==> src/rtl/mppt_po_controller.sv <==
// Perturb-and-observe MPPT sequencer: samples V and I over a shared sense
// port, forms P = V*I and nudges the PWM duty toward the maximum power point.
module mppt_po_controller #(
    parameter int DW         = 8,
    parameter int STEP       = 4,
    parameter int DUTY_MIN   = 16,
    parameter int DUTY_MAX   = 240,
    parameter int DUTY_INIT  = 128,
    parameter int SETTLE_CYC = 255
) (
    input  logic            clk,
    input  logic            rst,
    input  logic            en,
    input  logic [DW-1:0]   sample_in,
    input  logic            sample_valid,
    output logic            sample_req,
    output logic            sample_sel,
    output logic [7:0]      duty,
    output logic            duty_valid,
    output logic [2*DW-1:0] power_out,
    output logic            dir,
    output logic            busy
);
    localparam int CW = (SETTLE_CYC > 1) ? $clog2(SETTLE_CYC) : 1;

    typedef enum logic [2:0] {
        S_IDLE, S_SETTLE, S_REQ_V, S_REQ_I, S_CALC, S_UPDATE
    } state_t;

    state_t          state_q, state_d;
    logic [CW-1:0]   cnt_q, cnt_d;
    logic [DW-1:0]   v_q, v_d, i_q, i_d;
    logic [2*DW-1:0] power_q, power_d, pprev_q, pprev_d;
    logic [7:0]      duty_q, duty_d;
    logic            dir_q, dir_d, first_q, first_d, dv_q, dv_d;
    logic            dir_eff;
    logic [8:0]      up_sum;

    // State and datapath registers; reset puts everything back to power-on values
    always_ff @(posedge clk or posedge rst) begin
        if (rst) begin
            state_q <= S_IDLE;
            cnt_q   <= '0;
            v_q     <= '0;
            i_q     <= '0;
            power_q <= '0;
            pprev_q <= '0;
            duty_q  <= 8'(DUTY_INIT);
            dir_q   <= 1'b1;
            first_q <= 1'b1;
            dv_q    <= 1'b0;
        end else begin
            state_q <= state_d;
            cnt_q   <= cnt_d;
            v_q     <= v_d;
            i_q     <= i_d;
            power_q <= power_d;
            pprev_q <= pprev_d;
            duty_q  <= duty_d;
            dir_q   <= dir_d;
            first_q <= first_d;
            dv_q    <= dv_d;
        end
    end

    // Next-state and update logic; dropping en abandons whatever was in flight
    always_comb begin
        state_d = state_q;
        cnt_d   = cnt_q;
        v_d     = v_q;
        i_d     = i_q;
        power_d = power_q;
        pprev_d = pprev_q;
        duty_d  = duty_q;
        dir_d   = dir_q;
        first_d = first_q;
        dv_d    = 1'b0;
        // The first pass after enable has no valid previous power to compare with
        dir_eff = (!first_q && (power_q < pprev_q)) ? ~dir_q : dir_q;
        up_sum  = {1'b0, duty_q} + 9'(STEP);
        if (!en) begin
            state_d = S_IDLE;
            first_d = 1'b1;
        end else begin
            case (state_q)
                S_IDLE: begin
                    state_d = S_SETTLE;
                    cnt_d   = CW'(SETTLE_CYC - 1);
                end
                S_SETTLE: begin
                    if (cnt_q == '0) state_d = S_REQ_V;
                    else             cnt_d   = cnt_q - 1'b1;
                end
                S_REQ_V: begin
                    if (sample_valid) begin
                        v_d     = sample_in;
                        state_d = S_REQ_I;
                    end
                end
                S_REQ_I: begin
                    if (sample_valid) begin
                        i_d     = sample_in;
                        state_d = S_CALC;
                    end
                end
                S_CALC: begin
                    power_d = {{DW{1'b0}}, v_q} * {{DW{1'b0}}, i_q};
                    state_d = S_UPDATE;
                end
                S_UPDATE: begin
                    // Hitting a clamp reverses direction so we bounce off the rail
                    if (dir_eff) begin
                        if (up_sum >= 9'(DUTY_MAX)) begin
                            duty_d = 8'(DUTY_MAX);
                            dir_d  = 1'b0;
                        end else begin
                            duty_d = up_sum[7:0];
                            dir_d  = 1'b1;
                        end
                    end else begin
                        if ({1'b0, duty_q} <= 9'(DUTY_MIN + STEP)) begin
                            duty_d = 8'(DUTY_MIN);
                            dir_d  = 1'b1;
                        end else begin
                            duty_d = duty_q - 8'(STEP);
                            dir_d  = 1'b0;
                        end
                    end
                    first_d = 1'b0;
                    pprev_d = power_q;
                    dv_d    = 1'b1;
                    cnt_d   = CW'(SETTLE_CYC - 1);
                    state_d = S_SETTLE;
                end
                default: state_d = S_IDLE;
            endcase
        end
    end

    assign sample_req = (state_q == S_REQ_V) || (state_q == S_REQ_I);
    assign sample_sel = (state_q == S_REQ_I);
    assign busy       = (state_q != S_IDLE);
    assign duty       = duty_q;
    assign duty_valid = dv_q;
    assign power_out  = power_q;
    assign dir        = dir_q;
endmodule

==> config.mk <==
export PLATFORM = sky130hd
export DESIGN_NAME = mppt_po_controller
export DESIGN_NICKNAME = d
export VERILOG_FILES = /design/src/rtl/mppt_po_controller.sv
export SDC_FILE = /design/constraint.sdc
export NUM_CORES = 1
export LEC_CHECK = 0
export ABC_AREA = 1
export CAP_MARGIN = 25
export CELL_PAD_IN_SITES_DETAIL_PLACEMENT = 2
export CELL_PAD_IN_SITES_GLOBAL_PLACEMENT = 2
export CORE_UTILIZATION = 32
export CTS_CLUSTER_SIZE = 28
export DETAILED_ROUTE_END_ITERATION = 7
export HOLD_SLACK_MARGIN = 0.15
export PLACE_DENSITY = 0.77
export SLEW_MARGIN = 10
export SYNTH_ARGS = -nofsm -noshare
export SYNTH_HDL_FRONTEND = slang
export SYNTH_SLANG_ARGS = --single-unit
==> constraint.sdc <==
create_clock -name clk -period 4.3 [get_ports clk]
set_input_delay 0.645 -clock clk [delete_from_list [all_inputs] [get_ports clk]]
set_output_delay 0.645 -clock clk [all_outputs]
set_load 0.01 [all_outputs]
==> summary.txt, run 1 <==
Global routing
  • Initial antenna violation count: 0
  • Total gr overflow: 0
  • Largest net degree at the start of global routing: 41
  • First-pass GRT wire length: about 27000 um
  • GRT Total Usage: 19.17%
  • Met3 Use GR: 2.993%
  • Vias in the first global route: 5604
  • Busiest grt layer: met2
  • Global routing usage on met1: between 20% and 30%
  • Met2 track demand over resource: 36.44%

Worst setup path
  • Worst Setup End Kind: register
  • Path depth of the worst reg2reg path: 18
  • Crit path max fanout: 6
  • Setup crit start: i_q[2]$_DFFE_PP0P_
  • Crit start category: register
  • Reg2reg start: i_q[2]$_DFFE_PP0P_
  • RR Endpoint: power_out[14]$_DFFE_PP0P_
  • Worst R2R Setup Slack: 80 ps
  • Arrival time worst endpoint: 4440 ps
  • Start-to-end type of the worst setup path: reg -> reg
  • CP Data Required Time: 4530 ps

STA
  • Final Max Tran Viols: 0
  • Fin Clk Skew: 10.09 ps
  • Tmin final: between 4000 and 5000 ps
  • Max Freq: 0.2372 GHz
  • Final cycle utilization of the critical path: between 90% and 100%
  • Worst Tran Pin Value: 658.1 ps
  • Count of final hold-check violations: 0
  • Final Setup Violations: 0
  • Relative slew slack: 56.06%
  • Final Worst Setup Slack: 83.37 ps

Yosys
  • Share of the synthesized area in the top cell type: 28.60%
  • Post-synth top flop: dfrtp_1
  • List of most frequent post-synthesis cells: nand2_1, inv_1, dfrtp_1
  • Mapped cell area: between 5000 and 6000 um2
  • Synth warnings: 0
  • Top cells by area, synth: dfrtp_1, fa_1, ha_1
  • Async S/R FF share, synth: 100.0%
  • Post-Syn Instances: 730
  • Share of the yosys chip area belonging to registers: 29.98%
  • Post-synth top area cell: dfrtp_1
  • Seq cells post-synth: 68
  • Post-synth EDFFs: 0
  • Top-count cell post-synth: nand2_1
  • Netlist cell types: 34
  • Avg Cell Area, Syn: 7.792 um2

Placement
  • HPWL Detailed: 12620 um
  • GPL Wtd Cong: 0.8044
  • Dpl cell area: 6340 um2
  • Place WS: -111.9 ps
  • Port bufs: 38

Cells and area
  • Fill count: 1967
  • Finished Cell Area: around 6800 um2
  • Ratio of cells with drive above 1 in the final layout: 11.72%
  • N_diodes: 0
  • Nets: between 800 and 900
  • FF+latch area: 1720 um2
  • Multi-input gate area: 3317 um2
  • Layout area overhead: 20.30%

Floorplan
  • Core area: 17360 um2
  • Boundary pin count: 41
  • Die Y: between 100 and 150 um
  • # rows: 48
  • DIE AREA: 18310 um2
  • Initial Util: approximately a third
  • Die width: 135.3 um

Run
  • Max Cap Violations: 0

Clocking
  • Clock sink total: 68
  • TritonCTS clock tree: done
  • Clk root buf: clkbuf_16
  • Cts bufs inserted: 9
  • Clock Path Buffers: 2
  • Clk slew on worst S/H paths: 60 ps
  • CTS HTree Levels: 3
  • Clk Latency, worst-skew pair: 350 ps

Routing
  • Via Count: 4874
  • DR vias/cell: 4.826
  • ANT nets after route: 0
  • Total routed wirelength: 16790 um
  • WL/cell: 16.62 um
  • Iter 0 DRT Violations: 86
  • Drt pass-1 iters: 4
  • Number of remaining DRC errors: 0

Worst hold path
  • Min-delay src: dir$_DFFE_PP1P_
  • Hold Crit Class: reg -> reg
  • Hold Path Depth: 2
  • Worst Hold Path EP: dir$_DFFE_PP1P_

Status
  • Status: complete, no violations
## timing repair
item / CTS / global route
buffers inserted: 0 / 13
endpoints found under the setup margin: 2 / 6
pin swaps: 0 / 3
hold buffers: 0 / 0
gates resized for setup: 7 / 17
## flip-flops by register name, summed over array words and instances, names as in the netlist, 3 cells and up
name / cells
i_q: 8
cnt_q: 8
power_out: 16
duty: 6
state_q: 3
pprev_q: 16
v_q: 8
## metrics by stage
stage,util [%],hold slack (ps),setup TNS (ps),instances
5_1_grt,39.42,525.0,-114.2,1010
6_report,39.42,500.6,0,1010
4_1_cts,38.53,503.4,0,997
2_1_floorplan,-,451.5,0,731
3_5_place_dp,36.53,484.1,-122.0,981
3_3_place_gp,36.53,467.2,0,981
## critical path: stages, from the launching register on
cell	delay, ps
dfrtp_2	460
buf_4	150
nand2_1	70
inv_1	70
fa_1	510
fa_1	460
fa_1	550
inv_1	60
fa_1	530
inv_1	80
ha_4	300
nand2_1	70
o21a_1	210
nand2_2	110
nand2_2	90
o21ai_2	170
nand2_1	70
nand2_1	60
o21ai_0	80
## metal layers
metal,part of all wire (%),wire length (um)
met5,0,0
met2,54,8995
met3,1.9,318
met1,43,7251
met4,1.3,223
## cell type report
class                   count  share of cell area [%]
repair buffers             64                   8.411
clock buffers               9                   3.291
flip-flops and latches     68                   25.14
multi-input cells         475                   48.47
inverters                 162                   8.886
well taps                 225                   4.114
clock inverters             7                   1.682
## how the worst max path moves through the flow
stage	endpoint	slack [ps]	depth (start not counted)
floorplan	power_out[14]$_DFFE_PP0P_	220	18
detailed placement	power_out[14]$_DFFE_PP0P_	-110	17
finish	power_out[14]$_DFFE_PP0P_	80	18
CTS	power_out[14]$_DFFE_PP0P_	20	17
global placement	power_out[14]$_DFFE_PP0P_	120	17
global route	power_out[14]$_DFFE_PP0P_	-50	18
## layout by cell type, fill, tap and decap left out, types with 3 or more instances in the layout
cell type,n
nand2_1,184
inv_1,158
ha_1,53
dfrtp_1,53
nand3_1,47
o21ai_0,42
clkdlybuf4s50_1,38
fa_1,36
nor2_1,29
buf_4,26
a21oi_1,17
mux2_2,16
dfrtp_2,12
clkbuf_16,9
nand4_1,6
xor2_1,6
nand2_2,5
inv_2,4
xnor2_1,4
o21a_1,3
o21ai_1,3
a31oi_1,3
ha_4,3
bufinv_16,3
dfstp_2,3
## cell families after synthesis
kind of cell             synth area share [%]
other                                 0.06593
AND/OR/NAND/NOR                         20.08
flip-flops                              29.98
adder cells (fa/ha/maj)                 24.99
buffers and inverters                   12.69
AO/OA/AOI/OAI                           7.479
XOR/XNOR                                1.540
multiplexers                            3.168
Power of run 1 is left out: the tool's default activity adds up to more than one toggle a clock period on the data nets, which glitch-free logic cannot reach.
==> run 2: changes to the inputs <==
CORE_UTILIZATION = 36   (was 32)
PLACE_DENSITY = 0.82   (was 0.77)
clock period = 4.4 ns   (was 4.3 ns; I/O delays follow)
==> run 2 against run 1 <==
- critical path depth fell by 1
- critical endpoint unchanged
- sequential cell count did not move
- clock skew barely moved
- via count rose by 0.41%
- setup slack improved by 160 ps
- final cell count fell by 2.9%
- highest routed layer unchanged
- non-clock buffer count fell by 15
- cell area fell by 2.2%
- sequential share of layout area rose by 0.57 points
- critical path type unchanged
- register-to-register slack improved by 160 ps
==> summary.txt, run 2 (synthesized netlist as in run 1, its figures left out) <==
Worst setup path
  • CP Data Required Time: between 4000 and 5000 ps
  • Worst Setup End Kind: register
  • Crit path top cell by count: nand2_1
  • Reg2reg start: v_q[5]$_DFFE_PP0P_
  • Critical path buffer and inverter count: 3
  • Crit path max fanout: 9
  • CP peak stage delay: ~550 ps
  • Worst R2R Setup Slack: 250 ps
  • Critical Path Sink: power_out[14]$_DFFE_PP0P_
  • Path length in cells of the critical path: 17
  • Setup crit start: v_q[5]$_DFFE_PP0P_
  • Worst path top cell family by delay: adder cells
  • Path depth of the worst reg2reg path: 17
  • Crit path max-delay cell type: fa_1
  • Arrival time worst endpoint: 4380 ps
  • RR Endpoint: power_out[14]$_DFFE_PP0P_
  • Start-to-end type of the worst setup path: reg -> reg
  • Crit start category: register
  • CP Cell Sequence: nand2_1, inv_1, fa_1, fa_1, fa_1, inv_1, fa_1, inv_1, ha_1, nand2_1, o21a_1, nand2_1, nand2_1, o21ai_2, nand2_1, nand2_1, o21ai_0

Status
  • Status: complete, no violations

Clocking
  • TritonCTS clock tree: done
  • Cts bufs inserted: 9
  • Clock sink total: 68
  • Clk slew on worst S/H paths: 60 ps
  • CTS HTree Levels: 3
  • Clock Path Buffers: 2
  • Clk Latency, worst-skew pair: ~350 ps
  • Clk root buf: clkbuf_16

Routing
  • ANT nets after route: 0
  • DR vias/cell: 4.989
  • WL/cell: 17.08 um
  • Via Count: 4894
  • Iter 0 DRT Violations: 140
  • Drt pass-1 iters: 4
  • Number of remaining DRC errors: 0
  • Total routed wirelength: 16760 um

Global routing
  • Total gr overflow: 0
  • First-pass GRT wire length: 28550 um
  • Vias in the first global route: roughly 5600
  • Initial antenna violation count: 0
  • GRT Total Usage: between 20% and 30%
  • Largest net degree at the start of global routing: 43

Cells and area
  • Most frequent cells in the layout: nand2_1, inv_1, ha_1
  • Layout area overhead: 17.64%
  • Commonest non-fill, non-tap cell in the layout: nand2_1
  • Nets: a little under 900
  • Ratio of cells with drive above 1 in the final layout: under 10%
  • N_diodes: 0

Run
  • Max Cap Violations: 0

Floorplan
  • Boundary pin count: 41
  • Initial Util: 37.14%
  • Die width: between 100 and 150 um
  • Core area: 15310 um2
  • DIE AREA: 16310 um2
  • Die Y: roughly 130 um
  • # rows: between 40 and 50

STA
  • Hold WS: 493.2 ps
  • Relative slew slack: between 30% and 40%
  • Count of final hold-check violations: 0
  • Fin Clk Skew: 10.24 ps
  • Final Setup Violations: 0
  • Tmin final: 4154 ps
  • Worst Tran Pin Value: between 1000 and 1500 ps
  • Max Freq: 0.2407 GHz
  • Final Max Tran Viols: 0
  • Final TNS setup: 0 ps
  • Final cycle utilization of the critical path: 94.42%
  • RSZ-0062 raised after global routing: false

Placement
  • Port bufs: 38
  • GPL Wtd Cong: 0.8441
  • HPWL Detailed: 13340 um

Worst hold path
  • Hold Crit Class: reg -> reg
  • Hold Path Depth: 2
## run 2: changes by cell type in the layout (fill, tap and decap cells not counted), moves of 2 or more
| cell | delta |
|---|---|
| clkinv_2 | -2 |
| ha_4 | -2 |
| nand2_2 | -2 |
| buf_4 | -16 |
| nand2_1 | +2 |
## run 2: worst min path at each step
stage / start / endpoint / slack [ps]
3_5_place_dp: cnt_q[2]$_DFFE_PP0P_ / cnt_q[2]$_DFFE_PP0P_ / 490
3_3_place_gp: cnt_q[2]$_DFFE_PP0P_ / cnt_q[2]$_DFFE_PP0P_ / 470
6_report: cnt_q[2]$_DFFE_PP0P_ / cnt_q[2]$_DFFE_PP0P_ / 490
4_1_cts: cnt_q[2]$_DFFE_PP0P_ / cnt_q[2]$_DFFE_PP0P_ / 500
2_1_floorplan: cnt_q[2]$_DFFE_PP0P_ / cnt_q[2]$_DFFE_PP0P_ / 450
5_1_grt: cnt_q[2]$_DFFE_PP0P_ / cnt_q[2]$_DFFE_PP0P_ / 520
## run 2: layout make-up
| type | count | area (um2) |
|---|---|---|
| clock buffers | 9 | 225.2 |
| clock inverters | 7 | 100.1 |
| fillers | 1772 | 8623 |
| inverters | 162 | 608.1 |
| multi-input cells | 475 | 3298 |
| flip-flops and latches | 68 | 1720 |
| well taps | 211 | 264.0 |
| repair buffers | 49 | 475.5 |
## run 2: what timing repair did
| action | CTS | global route |
|---|---|---|
| hold endpoints to repair | 0 | 0 |
| endpoints found under the setup margin | 1 | 6 |
| resized for setup | 3 | 17 |
| hold buffers | 0 | 0 |
| buffers inserted | 0 | 4 |
## run 2: layer usage
| layer | share of wire (%) | track usage [%] |
|---|---|---|
| met1 | 43 | 27.25 |
| met2 | 52 | 40.86 |
| met3 | 2.3 | 3.589 |
| met4 | 2.3 | 8.097 |
| met5 | 0 | 0 |
## run 2: metrics by stage
step / util (%) / instance area [um2] / cells / setup WS, ps
finish: 43.69 / 6691 / 981 / 245.6
global placement: 40.94 / 6270 / 960 / 200.3
global route: 43.69 / 6691 / 981 / 6.999
CTS: 43.09 / 6599 / 976 / 2.584
detailed placement: 40.94 / 6270 / 960 / 31.02
floorplan: - / 5692 / 731 / 316.9
## run 2: worst min-delay path, cell delays in order (launching register included)
cell	delay, ps
dfrtp_1	350
nand2_1	60
nand3_1	60
Power of run 2 is left out for the same reason.
